===== src/rtl/srseq_pkg.sv =====
// Shared types and the excitation lookup for the srff drive sequencer.
package srseq_pkg;

  typedef enum logic [1:0] {
    ST_IDLE   = 2'd0,
    ST_DRIVE  = 2'd1,
    ST_SETTLE = 2'd2,
    ST_CHECK  = 2'd3
  } state_e;

  // Packed pair, MSB first, so the value reads as {s, r}.
  typedef struct packed {
    logic s;
    logic r;
  } sr_t;

  // Excitation for an srff moving from q to tgt. The single don't-care input
  // of each hold case is filled with dc_fill. That input is never the one
  // opposite the asserted drive, so s=r=1 cannot be produced.
  function automatic sr_t exc_dc(input logic q, input logic tgt, input logic dc_fill);
    sr_t e;
    unique case ({q, tgt})
      2'b00: begin e.s = 1'b0;    e.r = dc_fill; end
      2'b01: begin e.s = 1'b1;    e.r = 1'b0;    end
      2'b10: begin e.s = 1'b0;    e.r = 1'b1;    end
      default: begin e.s = dc_fill; e.r = 1'b0;  end
    endcase
    return e;
  endfunction

  // Plain lookup with don't-cares driven low; returns {s, r}.
  function automatic sr_t exc(input logic q, input logic tgt);
    return exc_dc(q, tgt, 1'b0);
  endfunction

endpackage


===== src/rtl/sr_tgt_fifo.sv =====
// Small synchronous 1-bit FIFO holding target q values awaiting the sequencer.
module sr_tgt_fifo #(
  parameter int DEPTH = 4
) (
  input  logic clk,
  input  logic rst_n,
  input  logic push,
  input  logic din,
  input  logic pop,
  output logic dout,
  output logic full,
  output logic empty
);

  localparam int AW = $clog2(DEPTH);

  // Pointers carry one extra wrap bit so full and empty can be told apart.
  logic [AW:0]      wr_q, wr_d;
  logic [AW:0]      rd_q, rd_d;
  logic [DEPTH-1:0] mem_q;
  logic             do_push;
  logic             do_pop;

  assign do_push = push && !full;
  assign do_pop  = pop && !empty;

  assign empty = (wr_q == rd_q);
  assign full  = (wr_q[AW] != rd_q[AW]) && (wr_q[AW-1:0] == rd_q[AW-1:0]);
  assign dout  = mem_q[rd_q[AW-1:0]];

  // Next pointer values; simultaneous push and pop both advance.
  always_comb begin
    wr_d = wr_q;
    rd_d = rd_q;
    if (do_push) wr_d = wr_q + (AW+1)'(1);
    if (do_pop)  rd_d = rd_q + (AW+1)'(1);
  end

  // Pointer registers; reset empties the FIFO.
  always_ff @(posedge clk or negedge rst_n) begin
    if (!rst_n) begin
      wr_q <= '0;
      rd_q <= '0;
    end else begin
      wr_q <= wr_d;
      rd_q <= rd_d;
    end
  end

  // Storage is data only and needs no reset: the pointers gate every read.
  always_ff @(posedge clk) begin
    if (do_push) mem_q[wr_q[AW-1:0]] <= din;
  end

endmodule


===== src/rtl/sr_drive_sequencer.sv =====
// Turns a stream of desired srff q values into s/r excitation, then checks
// the flop's fed-back q against each target and counts completions/failures.
module sr_drive_sequencer
  import srseq_pkg::*;
#(
  parameter int DEPTH   = 4,
  parameter int CNT_W   = 8,
  parameter int DC_HOLD = 0
) (
  input  logic             clk,
  input  logic             rst_n,
  input  logic             tgt_valid,
  input  logic             tgt_bit,
  output logic             tgt_ready,
  output logic             s,
  output logic             r,
  input  logic             q_fb,
  output logic             busy,
  output logic             bit_done,
  output logic             mismatch,
  output logic [CNT_W-1:0] done_cnt,
  output logic [CNT_W-1:0] err_cnt
);

  // Hold-last is reserved; both settings currently fill don't-cares with 0.
  localparam logic DC_FILL = (DC_HOLD != 0) ? 1'b0 : 1'b0;

  state_e           state_q, state_d;
  logic             tgt_q, tgt_d;
  logic             s_q, s_d;
  logic             r_q, r_d;
  logic             bit_done_q, bit_done_d;
  logic             mismatch_q, mismatch_d;
  logic [CNT_W-1:0] done_q, done_d;
  logic [CNT_W-1:0] err_q, err_d;
  logic             pop;
  logic             push;
  logic             fifo_head;
  logic             fifo_full;
  logic             fifo_empty;
  sr_t              sr_nxt;

  // Counters stick at all-ones rather than wrapping.
  function automatic logic [CNT_W-1:0] sat_inc(input logic [CNT_W-1:0] v);
    return (&v) ? v : v + CNT_W'(1);
  endfunction

  assign push = tgt_valid && tgt_ready;

  sr_tgt_fifo #(
    .DEPTH (DEPTH)
  ) u_fifo (
    .clk   (clk),
    .rst_n (rst_n),
    .push  (push),
    .din   (tgt_bit),
    .pop   (pop),
    .dout  (fifo_head),
    .full  (fifo_full),
    .empty (fifo_empty)
  );

  assign sr_nxt = exc_dc(q_fb, tgt_q, DC_FILL);

  // Sequencer: IDLE -> DRIVE -> SETTLE -> CHECK, looping straight back to
  // DRIVE while targets are queued so each bit costs three cycles.
  always_comb begin
    state_d    = state_q;
    tgt_d      = tgt_q;
    s_d        = 1'b0;
    r_d        = 1'b0;
    pop        = 1'b0;
    bit_done_d = 1'b0;
    mismatch_d = mismatch_q;
    done_d     = done_q;
    err_d      = err_q;
    unique case (state_q)
      ST_IDLE: begin
        if (!fifo_empty) begin
          pop     = 1'b1;
          tgt_d   = fifo_head;
          state_d = ST_DRIVE;
        end
      end
      ST_DRIVE: begin
        // q_fb still reflects the flop before this bit's excitation.
        s_d     = sr_nxt.s;
        r_d     = sr_nxt.r;
        state_d = ST_SETTLE;
      end
      ST_SETTLE: begin
        // The srff captures s/r on this edge; drive returns to 0 behind it.
        state_d = ST_CHECK;
      end
      default: begin
        bit_done_d = 1'b1;
        done_d     = sat_inc(done_q);
        if (q_fb != tgt_q) begin
          err_d      = sat_inc(err_q);
          mismatch_d = 1'b1;
        end
        if (!fifo_empty) begin
          pop     = 1'b1;
          tgt_d   = fifo_head;
          state_d = ST_DRIVE;
        end else begin
          state_d = ST_IDLE;
        end
      end
    endcase
  end

  // Control, drive and status registers; reset drops s/r immediately.
  always_ff @(posedge clk or negedge rst_n) begin
    if (!rst_n) begin
      state_q    <= ST_IDLE;
      s_q        <= 1'b0;
      r_q        <= 1'b0;
      bit_done_q <= 1'b0;
      mismatch_q <= 1'b0;
      done_q     <= '0;
      err_q      <= '0;
    end else begin
      state_q    <= state_d;
      s_q        <= s_d;
      r_q        <= r_d;
      bit_done_q <= bit_done_d;
      mismatch_q <= mismatch_d;
      done_q     <= done_d;
      err_q      <= err_d;
    end
  end

  // Current target bit; pure data, only meaningful outside IDLE.
  always_ff @(posedge clk) begin
    tgt_q <= tgt_d;
  end

  assign tgt_ready = !fifo_full;
  assign s         = s_q;
  assign r         = r_q;
  assign busy      = (state_q != ST_IDLE) || !fifo_empty;
  assign bit_done  = bit_done_q;
  assign mismatch  = mismatch_q;
  assign done_cnt  = done_q;
  assign err_cnt   = err_q;

endmodule


===== config.mk =====
export PLATFORM = sky130hd
export DESIGN_NAME = sr_drive_sequencer
export DESIGN_NICKNAME = d
export VERILOG_FILES = /design/src/rtl/srseq_pkg.sv /design/src/rtl/sr_tgt_fifo.sv /design/src/rtl/sr_drive_sequencer.sv
export SDC_FILE = /design/constraint.sdc
export NUM_CORES = 1
export LEC_CHECK = 0
export ABC_AREA = 1
export CORE_ASPECT_RATIO = 2
export CORE_UTILIZATION = 42
export DETAILED_ROUTE_END_ITERATION = 10
export PLACE_DENSITY_LB_ADDON = 0.25
export SLEW_MARGIN = 30
export SYNTH_ARGS = -nofsm -noshare
export SYNTH_HDL_FRONTEND = slang
export SYNTH_SLANG_ARGS = --single-unit

===== constraint.sdc =====
create_clock -name clk -period 1.66 [get_ports clk]
set_clock_uncertainty 0.15 [all_clocks]
set_input_delay 0.498 -clock clk [delete_from_list [all_inputs] [get_ports clk]]
set_output_delay 0.498 -clock clk [all_outputs]
set_load 0.02 [all_outputs]

### Word level (Yosys, flattened, before mapping)

Index checks and enable logic that the tools add are counted.

* add/sub/neg operators: 4
* $lt $le $gt $ge: 3
* equal/unequal tests: 9
* multiplexer cells: 14
* bitwise logic cells: 5
* reduce and logical (&&, ||, !) cells: 18

Operators by type and width (count)
* $add 8x1->8 const B: 2
* $reduce_and 8->1: 2
* $mux 1: 8
* $add 3x1->3 const B: 2
* $lt 2x3->1 const B: 2
* $pmux 2 s3: 1
* $reduce_and 2->1: 3
* $logic_and 1x1->1: 5
* $not 1->1: 5
* $bwmux 4: 1
* $eq 2x1->1 const B: 2
* $eq 2x2->1 const B: 2
* $pmux 2 s2: 1
* $eq 3x3->1: 1
* $reduce_and 3->1: 1
* $reduce_or 3->1: 1
* $bmux 1 s2: 1
* $demux 1 s2: 1
* $eq 2x2->1: 1
* $ge 2x1->1 const B: 1
* $logic_not 1->1: 2
* $logic_not 2->1: 1
* $mux 2: 1
* $ne 1x1->1: 2
* other kinds (4): 4

* register bits after elaboration: 33
* input port bits: 5
* word-level logic and storage cells: 64

### Logic depth before layout (Yosys ltp)

* depth in word-level cells: 5
* gate-level depth with buffers: 8
* depth with buffers taken out: 8

### Hierarchy

Synthesis repeated with hierarchy kept, for this count alone.

* cells, all modules: 230
* area total of the unflattened synthesis: 1913.1 um2

Modules (own cells, without submodules)
* sr_drive_sequencer: instances 1, cells an instance 159, area each 1302.5 um2, seq. area each 580.6 um2
* sr_tgt_fifo: instances 1, cells an instance 71, area each 610.6 um2, seq. area each 270.3 um2

### Least setup slack after synthesis

No wires, ideal clock.

* kind: flip-flop to output port
* start: reg u_fifo.wr_q[1]
* end: out busy
* data arrival time: 0.970 ns
* setup slack: 0.042 ns
* stages on the path, launching flop included: 6
* buffers on the path: 0
* path through: dfrtp_1 inv_1 nand2_1 nand2_2 nor2_8 nand3_1

* longest elaborated chain between the ends: 3

RTL lines
* from (decl): RTL line sr_tgt_fifo.sv:18 `logic [AW:0] wr_q, wr_d;`
* from (signal assigned): RTL line sr_tgt_fifo.sv:45 `wr_q <= wr_d;`
* $eq 3x3->1: RTL line sr_tgt_fifo.sv:27 `assign empty = (wr_q == rd_q);`
* $logic_not 1->1: RTL line sr_drive_sequencer.sv:142 `assign busy = (state_q != ST_IDLE) || !fifo_empty;`
* $logic_or 1x1->1: RTL line sr_drive_sequencer.sv:142
* to (decl): RTL line sr_drive_sequencer.sv:18 `output logic busy,`

No other way between the ends.

### Worst setup path in the final report

* start: reg u_fifo.rd_q[1]
* end: out busy

* longest elaborated chain between the ends: 3

RTL lines
* from (decl): RTL line sr_tgt_fifo.sv:19 `logic [AW:0] rd_q, rd_d;`
* from (signal assigned): RTL line sr_tgt_fifo.sv:46 `rd_q <= rd_d;`
* $eq 3x3->1: RTL line sr_tgt_fifo.sv:27
* $logic_not 1->1: RTL line sr_drive_sequencer.sv:142
* $logic_or 1x1->1: RTL line sr_drive_sequencer.sv:142

No other way between the ends.

==> impl_metrics.csv <==
group,metric,value,unit
synth,synth_nets,232,
synth,ys_warn_count,0,
clock_tree,clockBufferDepth,2,
power_and_ir_drop,p_total,4.61,mW
critical_path,crit_buf_inv,2,
finish,nFillCells,364,
synth,syn_avg_cell_area,8.68,um2
place,port_buffers,26,
critical_path,critical_path.cell_chain,"inv_2, nand2_2, nand2_4, nor2_8, nand3_4, buf_6",
floorplanning,initial_utilization,44.6,%
finish,finalInstanceArea,0.00265,mm2
floorplanning,die-area,0.00471,mm2
timing,report.final.slew_viol_count,0,
synth,synth_top_area_cell,"dfrtp_1",
flow_run,drv_cap,0,
synth,netlist_instances,214,
critical_path,cpPeakStageDelay,400,ps
clock_tree,clock_tree.root_cell,"clkbuf_8",
critical_path,worstPathRequired,1010,ps
clock_tree,cts.sinks,33,
run_status,outcome,"finished with violations",
power_and_ir_drop,power_leakage,1.39,nW
finish,n_antenna_cell,0,
routing,wl_per_cell,11.0,um
critical_path,crit_slowest_cell,"dfrtp_1",
global_routing,track_usage,19.4,%
place,dpl-instance-area,0.00246,mm2
timing,fin_crit_sh,115,%
synth,synth_area_leaders,"dfrtp_1 (38%), nand2_1 (14%), ha_1 (8.8%)",
routing,first_pass_iters,4,
critical_path,crit_arrival,1260,ps
finish,area_growth,42.6,%
timing,period_minus_slack,1910,ps
routing,viasPerCell,4.60,
timing,finalSetupViolCount,2,
timing,tightestPinTransition,285,ps
floorplanning,fp.dieH,96.1,um
floorplanning,core,0.00417,mm2
synth,yosysUniqueCellTypes,24,
floorplanning,io_pins,27,
synth,seq_area_frac_synth,45.8,%
floorplanning,fp.dieW,49.0,um
power_and_ir_drop,p_per_area,1740,mW/mm2
synth,syn_area,0.00186,mm2
finish,drive_gt1_share,30.9,%
routing,ant_nets,0,
clock_tree,cts_max_level,2,
critical_path,path_delay_family,"flip-flops",
hold_path,holdCritPathClass,"reg2reg",
timing,rsz0062_at_grt,"true",
routing,drtIter0Drc,16,
critical_path,crit_path_end_kind,"output port",
routing,wirelength,3760,um
global_routing,grt_pass1_vias,1671,
clock_tree,cts_inserted_buffers,5,
finish,multiInputGateArea,953,um2
critical_path,path_max_fanout,3,
floorplanning,placementRows,33,
routing,drc_errors,0,
timing,worst_slack,-247,ps
synth,synth_top_area_share,37.7,%
finish,regArea,851,um2
timing,max_freq,524,MHz
run_status,violations,"setup timing",
synth,ys_ff_latch,33,
critical_path,start_kind,"flop",
finish,final_nets,308,
place,gp_congestion,0.782,
timing,final_hold_viol_count,0,
global_routing,antenna_found_initial,0,
timing,slew-limit-headroom,80.9,%
routing,vias,1579,
global_routing,grt_pass1_wl,6760,um
power_and_ir_drop,vdd.ir_drop.worst,1030,uV
global_routing,grt_max_degree,29,
place,dp_hpwl,2790,um
clock_tree,path_clk_slew,70,ps
global_routing,grt_overflow,0,
critical_path,worstSetupPathType,"reg2out",
clock_tree,clkLatencyLatePin,290,ps
clock_tree,cts_tree,"yes",
## worst register-to-register path: cells and delay by family (launching register included)
kind	cells	cell delay, ps
DFF	1	370
adders and majority gates	1	220
and+or+nand+nor	2	200
buffers and inverters	3	280
AOI/OAI and AO/OA	2	280
## Yosys cell counts (all sizes together)
library cell and instances:
nand2 77, nor3 1, dfrtp 28, nor2 13, nand3b 3, inv 33, edfxtp 5, o22ai 1
or2 1, xor2 7, nand4 4, o21ai 7, ha 13, xnor2 4, a21oi 1, nand3 16
## repair_timing
item	CTS	global route
pin swaps	4	7
gates resized for setup	47	24
setup endpoints to repair	31	24
setup buffers	4	4
hold buffers	0	0
## where the power goes
group | internal, mW | leakage (nW) | switching (mW)
logic | 1.26 | 0.946 | 1.48
registers | 1.10 | 0.400 | 0.172
clock network | 0.290 | 0.0450 | 0.303
total | 2.65 | 1.39 | 1.96
## per-layer routing
layer	up-vias	share of wire [%]	wire, um	track usage, %
met5	-	0	0	0
met4	0	4.3	161	14.7
met3	11	2.3	88	3.16
met2	26	58	2190	38.4
met1	725	35	1320	16.8
li1	817	-	-	-
## stage by stage
stage               setup WS (ps)  hold slack, ps  std cells  util (%)  TNS (ps)
floorplan                    41.5            52.4        214         -         0
detailed placement           -541             308        327      59.0     -4790
global route                 -306             346        343      63.5      -587
finish                       -247             319        343      63.5      -463
CTS                          -245             320        339      61.9      -441
global placement             -499             306        327      59.0     -4610
## registers in the layout (all words and copies together) (netlist names)
signal / flops
bit_done: 1
done_cnt: 8
err_cnt: 8
mismatch: 1
r: 1
s: 1
state_q: 2
tgt_q: 1
u_fifo.mem_q: 4
u_fifo.rd_q: 3
u_fifo.wr_q: 3
## kinds of logic after synthesis
logic type	after synthesis	share of synthesized area, %
simple gates	115	30.5
flops	33	45.8
buf+inv	33	6.67
fa+ha+maj	13	8.75
compound gates	9	3.10
xor+xnor	11	5.19
## placed cells by master, fill, tap and decap left out, types with 8 or more instances in the layout
master and instances:
buf_4 42, nand2_1 63, nand3_1 13, ha_1 9, dfrtp_1 28, inv_1 25, nor2_1 9, clkdlybuf4s15_1 11
inv_2 8
## area by class of cell
type | count | share of cell area [%]
clock inverter | 2 | 0.378
sequential | 33 | 32.1
tap | 52 | 2.46
inverter | 33 | 4.67
multi-input combinational | 148 | 36.0
clock buffer | 6 | 2.74
timing repair buffer | 69 | 21.7
## path summary, 6_finish.rpt
kind,start,to,slack [ps],depth (start not counted)
setup reg to reg,state_q[0]$_DFFE_PN0P_,err_cnt[4]$_DFFE_PN0P_,100,8
max in group asynchronous,rst_n,u_fifo.wr_q[1]$_DFFE_PN0P_,780,2
min in group asynchronous,rst_n,err_cnt[2]$_DFFE_PN0P_,410,2
setup / recovery,u_fifo.rd_q[1]$_DFFE_PN0P_,busy,-250,6
hold / removal,mismatch$_DFFE_PN0P_,mismatch$_DFFE_PN0P_,320,1
hold reg to reg,mismatch$_DFFE_PN0P_,mismatch$_DFFE_PN0P_,320,1
Note: power is estimated with default switching activity, not from simulation.
